==> src/rtl/cpu_pkg.sv <==
// Shared CPU definitions: memory-access FSM states, access kinds and the
// instruction-register field positions used by the Controller and datapath.
package cpu_pkg;

    typedef enum logic [1:0] {
        IDLE = 2'd0,
        REQ  = 2'd1,
        DONE = 2'd2
    } mau_state_t;

    typedef enum logic [1:0] {
        ACC_WR  = 2'd0,
        ACC_IR  = 2'd1,
        ACC_MDR = 2'd2
    } acc_kind_t;

    // Instruction register field bit positions
    localparam int IR_OP_HI    = 31;
    localparam int IR_OP_LO    = 26;
    localparam int IR_RS_HI    = 25;
    localparam int IR_RS_LO    = 21;
    localparam int IR_RT_HI    = 20;
    localparam int IR_RT_LO    = 16;
    localparam int IR_RD_HI    = 15;
    localparam int IR_RD_LO    = 11;
    localparam int IR_SHAMT_HI = 10;
    localparam int IR_SHAMT_LO = 6;
    localparam int IR_FUNCT_HI = 5;
    localparam int IR_FUNCT_LO = 0;
    localparam int IR_IMM_HI   = 15;
    localparam int IR_JT_HI    = 25;

    // A write always wins over a simultaneous read; IRWrite only steers reads.
    function automatic acc_kind_t decode_kind(input logic mem_write, input logic ir_write);
        if (mem_write)
            return ACC_WR;
        else if (ir_write)
            return ACC_IR;
        else
            return ACC_MDR;
    endfunction

endpackage

==> src/rtl/mau_watchdog.sv <==
// Request watchdog for mem_access_unit: counts cycles spent waiting for
// mem_ack and flags a timeout once TIMEOUT_CYCLES request cycles have
// passed without one. The error flag is sticky until reset.
module mau_watchdog #(
    parameter int TIMEOUT_CYCLES = 255
) (
    input  logic clk,
    input  logic reset,
    input  logic in_req,
    input  logic ack,
    output logic timeout,
    output logic err
);

    localparam int CNT_W = ($clog2(TIMEOUT_CYCLES + 1) > 8) ? $clog2(TIMEOUT_CYCLES + 1) : 8;

    logic [CNT_W-1:0] cnt;

    // cnt holds (request cycles already elapsed); the last allowed cycle is
    // the one where cnt equals TIMEOUT_CYCLES-1. An ack in that cycle wins.
    assign timeout = in_req && !ack && (cnt == CNT_W'(TIMEOUT_CYCLES - 1));

    // Count consecutive request cycles; clear whenever not requesting.
    always_ff @(posedge clk) begin
        if (reset)
            cnt <= '0;
        else if (in_req)
            cnt <= cnt + 1'b1;
        else
            cnt <= '0;
    end

    // Sticky error flag.
    always_ff @(posedge clk) begin
        if (reset)
            err <= 1'b0;
        else if (timeout)
            err <= 1'b1;
    end

endmodule

==> src/rtl/mem_access_unit.sv <==
// Memory access stage: converts the Controller's level MemRead/MemWrite
// commands into a req/ack transaction, holds IR and MDR, and decodes the
// IR fields. Optional request watchdog enabled by defining MAU_TIMEOUT_EN.
//
// Memory handshake: mem_req is held high together with stable mem_addr,
// mem_wdata and mem_we from the cycle after a command is accepted until the
// cycle in which memory returns a one-cycle mem_ack pulse (read data valid
// in that same cycle). mem_req then stays low for at least one cycle before
// the next request. mem_ack while mem_req is low is ignored.
module mem_access_unit
    import cpu_pkg::*;
#(
    parameter int ADDR_W         = 32,
    parameter int DATA_W         = 32,
    parameter int TIMEOUT_CYCLES = 255
) (
    input  logic              clk,
    input  logic              reset,
    input  logic              MemRead,
    input  logic              MemWrite,
    input  logic              IorD,
    input  logic              IRWrite,
    input  logic [ADDR_W-1:0] PC,
    input  logic [ADDR_W-1:0] ALUOut,
    input  logic [DATA_W-1:0] WriteData,
    output logic [ADDR_W-1:0] mem_addr,
    output logic [DATA_W-1:0] mem_wdata,
    output logic              mem_we,
    output logic              mem_req,
    input  logic              mem_ack,
    input  logic [DATA_W-1:0] mem_rdata,
    output logic              Stall,
    output logic              mem_err,
    output logic [DATA_W-1:0] IR,
    output logic [DATA_W-1:0] MDR,
    output logic [5:0]        OpCode,
    output logic [5:0]        Funct,
    output logic [4:0]        Rs,
    output logic [4:0]        Rt,
    output logic [4:0]        Rd,
    output logic [4:0]        Shamt,
    output logic [15:0]       Imm16,
    output logic [25:0]       JTarget
);

    localparam logic [1:0] ST_IDLE = IDLE;
    localparam logic [1:0] ST_REQ  = REQ;
    localparam logic [1:0] ST_DONE = DONE;

    logic [1:0] state;
    acc_kind_t  kind;
    logic       in_req;
    logic       cmd;
    logic       timeout;

    assign in_req  = (state == ST_REQ);
    assign cmd     = MemRead || MemWrite;
    assign mem_req = in_req;
    // Combinational so the Controller freezes in the issuing cycle.
    assign Stall   = ((state == ST_IDLE) && cmd) || in_req;

    // Transaction FSM: capture command in IDLE, hold in REQ until ack or
    // timeout, one-cycle DONE gap before the next command is accepted.
    always_ff @(posedge clk) begin
        if (reset) begin
            state     <= ST_IDLE;
            mem_addr  <= '0;
            mem_wdata <= '0;
            mem_we    <= 1'b0;
            kind      <= ACC_MDR;
        end else begin
            case (state)
                ST_IDLE: begin
                    if (cmd) begin
                        mem_addr  <= IorD ? ALUOut : PC;
                        mem_wdata <= WriteData;
                        mem_we    <= MemWrite;
                        kind      <= decode_kind(MemWrite, IRWrite);
                        state     <= ST_REQ;
                    end
                end
                ST_REQ: begin
                    if (mem_ack || timeout)
                        state <= ST_DONE;
                end
                ST_DONE: state <= ST_IDLE;
                default: state <= ST_IDLE;
            endcase
        end
    end

    // IR / MDR load only on an ack accepted while requesting a read.
    always_ff @(posedge clk) begin
        if (reset) begin
            IR  <= '0;
            MDR <= '0;
        end else if (in_req && mem_ack) begin
            if (kind == ACC_IR)
                IR <= mem_rdata;
            else if (kind == ACC_MDR)
                MDR <= mem_rdata;
        end
    end

`ifdef MAU_TIMEOUT_EN
    mau_watchdog #(
        .TIMEOUT_CYCLES(TIMEOUT_CYCLES)
    ) u_watchdog (
        .clk     (clk),
        .reset   (reset),
        .in_req  (in_req),
        .ack     (mem_ack),
        .timeout (timeout),
        .err     (mem_err)
    );
`else
    assign timeout = 1'b0;
    assign mem_err = 1'b0;
    logic unused_timeout_cfg;
    assign unused_timeout_cfg = ^TIMEOUT_CYCLES;
`endif

    // Field decode is pure wiring from IR.
    assign OpCode  = IR[IR_OP_HI:IR_OP_LO];
    assign Rs      = IR[IR_RS_HI:IR_RS_LO];
    assign Rt      = IR[IR_RT_HI:IR_RT_LO];
    assign Rd      = IR[IR_RD_HI:IR_RD_LO];
    assign Shamt   = IR[IR_SHAMT_HI:IR_SHAMT_LO];
    assign Funct   = IR[IR_FUNCT_HI:IR_FUNCT_LO];
    assign Imm16   = IR[IR_IMM_HI:0];
    assign JTarget = IR[IR_JT_HI:0];

endmodule
==> config.mk <==
export PLATFORM = sky130hd
export DESIGN_NAME = mem_access_unit
export DESIGN_NICKNAME = d
export VERILOG_FILES = /design/src/rtl/cpu_pkg.sv /design/src/rtl/mau_watchdog.sv /design/src/rtl/mem_access_unit.sv
export SDC_FILE = /design/constraint.sdc
export NUM_CORES = 1
export LEC_CHECK = 0
export CELL_PAD_IN_SITES_DETAIL_PLACEMENT = 1
export CELL_PAD_IN_SITES_GLOBAL_PLACEMENT = 1
export CORE_MARGIN = 2
export CORE_UTILIZATION = 28
export DETAILED_ROUTE_END_ITERATION = 10
export PLACE_DENSITY = 0.94
export SYNTH_ARGS = -nofsm -noshare
export SYNTH_HDL_FRONTEND = slang
export SYNTH_HIERARCHICAL = 1
export SYNTH_SLANG_ARGS = --single-unit
==> constraint.sdc <==
create_clock -name clk -period 1.5 [get_ports clk]
set_input_delay 0.15 -clock clk [delete_from_list [all_inputs] [get_ports clk]]
set_output_delay 0.15 -clock clk [all_outputs]
set_load 0.01 [all_outputs]
==> reports/summary.md, run 1 <==
During placement, the flow inserted port buffers numbering 339. By area the synthesized netlist is led by sky130_fd_sc_hd__dfxtp_1 44%, sky130_fd_sc_hd__mux2i_1 16%, sky130_fd_sc_hd__nand2b_1 9.9%. The register-to-register setup slack was 0.08 ns; the area fraction of the dominant cell type after synthesis was 0.437. The largest single stage delay on the critical path is 0.56 ns. At the later pin of the worst-skew pair, clock insertion delay measures 0.41 ns. The run gives 0 as the number of maximum-capacitance violations. The number of different library cells used by synthesis comes to 26. Counting every net in the synthesized netlist gives 771. The via count of the first global-routing pass was 6033.

The setup clock skew after layout was 0.00906 ns. The number of clock buffers inserted by TritonCTS was 17; the sequential cell area was 2680 um^2. The clock-pin transition on the worst setup and hold timing paths is 0.06 ns, and the core box area is 21200 um^2.

The die covers 23000 um^2. The global-route total usage across every layer was 0.181; the count of hold buffers inserted by post-cts repair was 0. Summing all multi-input logic gate instances after layout gives 2630 um^2. The arrival time reported for the critical path endpoint came out at 1.32 ns. After detailed routing, the average wire length per cell comes to 17.7 um.

The via count normalized by instance count came out at 4.74. The worst-case IR drop observed on VDD is 0.588 mV. Mean post-synth cell area: 9.59 um^2. The tools report the placement row count as 53. On the critical path the largest part of the delay comes from buffers and inverters. The first global-routing pass estimated 32.2 mm of wire. Ratio of cells with drive above 1 in the final layout: 0.104. Slowest library cell on the worst path: sky130_fd_sc_hd__clkdlybuf4s50_1.

The buffer cell driving the clock tree root is sky130_fd_sc_hd__clkbuf_16. The final antenna diode count was 0. The power density over the cells works out to 988 nW/um^2.

Highest fanout seen on the critical path: 2. Synthesis inferred 133 register bits. By startpoint and endpoint, the worst setup path is classified as reg -> out. The DRC violations left was 0. After detailed routing, the total wire length is 21.1 mm. The run gives 0.287 as the effective utilization at floorplan.

Excluding fillers, the count of instances in the completed layout stands at 1190. The yosys synthesis warning count was 6. For this run, the post-layout net count is 1037. In this run the critical register-to-register path is launched from state[1].

The biggest area contributor in the post-synthesis netlist is sky130_fd_sc_hd__dfxtp_1. For this run the aggregate overflow at the end of global routing stands at 0. For the initial antenna violation count, the log shows 0. The number of levels the H-tree was split into was 4; the number of buffers and inverters on the critical path was 1. Final hold analysis gives a worst-case slack of 0.197 ns.

The run gives 0 as the antenna violation net count after detailed routing. OpenSTA, run right after detailed placement, puts the worst setup slack at -0.331 ns. The filler cells instantiated in the layout total 2322. The congestion estimate from routability-driven global placement came to 0.776.

The pin count of the biggest net entering global routing was 45; the width of the die was 152 um. The tools report the via total after detailed routing as 5645. Counting cells, the worst reg-to-reg path comes to 4. Derived from the worst setup path, the maximum achievable clock frequency is 0.682 GHz. STA classifies the critical path startpoint as a register. The startpoint identified for the worst hold timing path is IorD. The share of the clock period used by the worst path was 0.978; the slack of the critical path was 0.0333 ns.

The wire-length estimate of the detail-placed layout is 15.7 mm. The clock net in this run drives a total of 133 sinks. The height of the chip is 152 um, and the sequential fraction of the synthesis area is 0.437.

The total count of hold-check failures in the final report was 0. The tools report the endpoint of the most critical register-to-register path as mem_wdata[1]. For the final routed database, the setup TNS stands at 0 ns.

For this design the static power due to leakage is 5.20 nW. The kind of capture point of the worst setup path is an output pin. The tools report the gate count after technology mapping as 636. Setup violations remaining at the end of the flow were counted as 0.

The depth of the worst hold-timing path came out at 3. The number of placed instances, taps included, is 1155. The tools report the hold-critical path endpoint as mem_addr[21].

STA puts the critical path data required time at 1.35 ns. During I/O placement, the number of pins put on the boundary was 341. The path class of the tightest hold or removal check is in -> reg. Subtracting the final worst setup slack from the clock period gives 1.47 ns. TritonCTS built the clock tree.

The first routing iteration left 197 violations. Compared with the post-synthesis result, the final layout area differs by 65.4%. No sink is reached through more buffers than the 2 on the longest clock path. The flow ran to the end, and the final reports show no timing, DRC or antenna violations. The logs give 0.475 for the final core utilization and 6100 um^2 for the combined area of all synthesized cells. The pre-antenna-repair detailed-routing pass consisted of 4 iterations. Max-slew violation count: 0. The signal on the critical path passes through clkdlybuf4s50_1.
-- routing by layer --
metal | vias to the layer above | share of wire | global-route usage
met5 | - | 0 | 0
met4 | 0 | 0.028 | 0.0731
met3 | 41 | 0.086 | 0.0578
met2 | 271 | 0.52 | 0.333
met1 | 2684 | 0.37 | 0.190
li1 | 2649 | - | -
-- power by group --
part	switching (mW)	total, mW	leakage [nW]	internal (mW)
Sequential	0.120	3.87	1.10	3.75
Combinational	0.799	1.82	3.81	1.02
Clock	1.61	4.27	0.294	2.66
-- area by class of cell --
type / count / area share
clock inverters: 12 / 0.0151
well taps: 275 / 0.0341
clock buffers: 20 / 0.0443
repair buffers: 375 / 0.380
flip-flops and latches: 133 / 0.266
multi-input cells: 375 / 0.261
-- through the flow --
| step | instance area (um^2) | power [mW] |
|---|---|---|
| finish | 10100 | 9.96 |
| global route | 10100 | 10.4 |
| CTS | 9920 | 10.1 |
| detailed placement | 9380 | 5.79 |
| global placement | 9380 | 5.72 |
| floorplan | 6100 | 4.70 |
-- worst max path at each step --
stage	from	endpoint	slack [ns]	depth (start not counted)
6_report	MDR[1]	MDR[1]	0.03	1
5_1_grt	state[1]	mem_addr[21]	-0.002	5
4_1_cts	state[0]	IR[15]	-0.05	4
3_5_place_dp	MemWrite	Stall	-0.33	5
3_3_place_gp	MemWrite	Stall	-0.26	5
2_1_floorplan	state[0]	IR[10]	0.22	5
-- kinds of logic (layout without fill, tap and decap cells) --
kind of cell,count (synthesis),in the layout,share of synthesized area
AOI/OAI and AO/OA,134,134,0.124
and+or+nand+nor,144,144,0.144
buffers and inverters,128,407,0.138
other,1,1,0.000615
DFF,133,133,0.437
muxes,96,96,0.158
-- flip-flops by register name (all words and copies together) (netlist names) --
name	cells
mem_we	1
mem_addr	32
state	2
MDR	32
mem_wdata	32
IR	32
kind	2
-- layout by cell type (no fill, tap or decap), drive strengths merged, types with 32 or more instances in the layout --
cell type / Yosys / routed
clkdlybuf4s50: 0 / 191
dfxtp: 133 / 133
nand2b: 97 / 97
mux2i: 96 / 96
dlygate4sd2: 0 / 90
a21oi: 67 / 67
dlymetal6s2s: 0 / 54
buf: 108 / 38
o21ai: 34 / 34
a211oi: 32 / 32
nand3: 32 / 32
-- cells in the mapped netlist --
master                     number
sky130_fd_sc_hd__a211o_1        1
sky130_fd_sc_hd__and3b_1        1
sky130_fd_sc_hd__buf_8          3
sky130_fd_sc_hd__nor2_2         1
sky130_fd_sc_hd__nand3_1       32
sky130_fd_sc_hd__nand2b_1      97
sky130_fd_sc_hd__nor2b_4        1
sky130_fd_sc_hd__buf_1          1
sky130_fd_sc_hd__nand4b_2       1
sky130_fd_sc_hd__or2_1          2
sky130_fd_sc_hd__clkbuf_1      20
sky130_fd_sc_hd__nor2_4         1
sky130_fd_sc_hd__nand2_1        2
sky130_fd_sc_hd__and4b_1        1
sky130_fd_sc_hd__dfxtp_1      133
sky130_fd_sc_hd__nor4_1         1
sky130_fd_sc_hd__mux2i_1       96
sky130_fd_sc_hd__a211oi_1      32
sky130_fd_sc_hd__o21ai_1       22
sky130_fd_sc_hd__o21ai_0       12
sky130_fd_sc_hd__buf_2         26
sky130_fd_sc_hd__nand4b_1       1
sky130_fd_sc_hd__buf_4         78
sky130_fd_sc_hd__a21oi_1       67
sky130_fd_sc_hd__conb_1         1
sky130_fd_sc_hd__nor2_1         3
-- repair_timing --
action,in CTS,in global routing
setup buffers,0,2
setup endpoints to repair,115,104
pin swaps,1,1
gates cloned,1,0
gates resized for setup,114,59
No activity file was read; power rests on OpenSTA's default activity.
==> run 2: changes to the inputs <==
- SLEW_MARGIN: default -> 10
==> results of run 2 <==
Same layout as run 1: the final DEF is identical, and so are final timing and power.
==> edit (flow settings as in run 1) <==
The 3 values of `acc_kind_t` get a one-hot encoding in 3 bits.
--- a/src/rtl/cpu_pkg.sv
+++ b/src/rtl/cpu_pkg.sv
@@ -9,8 +9,8 @@
     } mau_state_t;
 
-    typedef enum logic [1:0] {
-        ACC_WR  = 2'd0,
-        ACC_IR  = 2'd1,
-        ACC_MDR = 2'd2
+    typedef enum logic [2:0] {
+        ACC_WR  = 3'b001,
+        ACC_IR  = 3'b010,
+        ACC_MDR = 3'b100
     } acc_kind_t;
 
Check against the original RTL: no difference found for any inputs over 4 cycles, from zero or initial values and one cycle with reset high; so few cycles prove little.
==> edit against run 1 <==
  * The run now ends with negative setup slack left
  * Final area hardly changed
  * Sequential cell count stayed put
  * Power is 3.2% higher
  * Worst setup slack worse by 0.046 ns
  * Routed wire length is 1.8% higher
  * Area after synthesis hardly changed
  * Critical path depth is 3 higher
  * Highest routed layer unchanged
==> edit: results <==
group,metric,value,unit
status,status,"finished with violations",
status,violations,"negative setup slack",
routing,wirelength,21.5,mm
final_layout,fin_nets,1029,
clocking,clock_latency,0.41,ns
timing,final.setup_skew,0.00933,ns
routing,vias,5522,
clocking,cts_resized,115,
yosys,synthMuxAreaShare,15.8,%
global_routing,grt_pass1_vias,5915,
clocking,cts-htree-levels,4,
global_routing,grt_max_degree,105,
final_layout,clk_share,6.47,%
routing,topRoutingLayerUsed,"met4",
global_routing,antenna_found_initial,0,
final_layout,n_all_buffers,366,
yosys,synth-seq-area-share,43.7,%
global_routing,grt_use_met2,33.9,%
critical_path,cp.arrival,1.80,ns
final_layout,multiInputGateArea,2630,um2
critical_path,crit_fanout,22,
clocking,post_cts_buffers,2,
routing,drt-met1-wl,8.05,mm
timing,fin_setup_tns,-0.0173,ns
final_layout,nonClkBufAreaFrac,37.5,%
final_layout,n_fill_cell,2352,
yosys,netlist_top_cells_area,"dfxtp_1, mux2i_1, nand2b_1",
place,place_congestion,0.768,
global_routing,met1_usage,19.1,%
place,dp_hpwl,15.6,mm
power,leakage,5.16,nW
routing,drt_iter0_drc,102,
yosys,syn-num-nets,773,
final_layout,nonClockInverterCount,0,
critical_path,cpMaxStageDelayCell,"or3b_2",
place,place_area,9270,um2
global_routing,grt_util_met3,5.87,%
routing,route.met2.wl,11.3,mm
clocking,cts.sinks,133,
yosys,synth_xor_area_share,0,%
timing,relSlewSlack,66.3,%
place,port_buffers,339,
yosys,synth_compound_gate_area_share,12.4,%
yosys,synthAdderAreaFrac,0,%
final_layout,nMultiInputCombCells,376,
final_layout,post_route_cells_drive_above_1_share,9.49,%
timing,finalSetupViolCount,2,
routing,met3_length,1.83,mm
global_routing,track_usage,18.0,%
yosys,synthArstFlopShare,0,%
critical_path,max_stage_delay,0.51,ns
critical_path,critPathTopFamily,"simple AND/OR/NAND/NOR gates",
routing,drtPass1Iterations,4,
power,vdd_drop_max,0.646,mV
power,cellInternalPower,7.78,mW
timing,final.setup.worst_slack,-0.0122,ns
global_routing,grt_pass1_wl,32.2,mm
-- edit: power groups by stage --
| stage | Sequential (mW) | Combinational (mW) | Clock, mW |
|---|---|---|---|
| global route | 3.89 | 1.90 | 4.92 |
| CTS | 3.87 | 1.80 | 4.76 |
| finish | 3.87 | 1.77 | 4.65 |
| detailed placement | 3.94 | 1.80 | 0 |
| global placement | 3.93 | 1.75 | 0 |
| floorplan | 4.02 | 0.652 | 0 |
-- edit: through the flow --
stage	cells	utilization (%)	setup WS [ns]
global route	1181	47.6	-0.0983
finish	1181	47.6	-0.0122
floorplan	638	-	0.103
detailed placement	1145	43.7	-0.345
CTS	1180	46.8	-0.0415
global placement	1145	43.7	-0.239
-- edit: final timing paths --
path	start	endpoint	slack, ns	depth (start not counted)
hold reg to reg	MDR[25]	MDR[25]	0.48	2
hold / removal	reset	mem_wdata[3]	0.25	3
setup / recovery	kind[0]	MDR[16]	-0.01	4
setup reg to reg	kind[0]	MDR[16]	-0.01	4
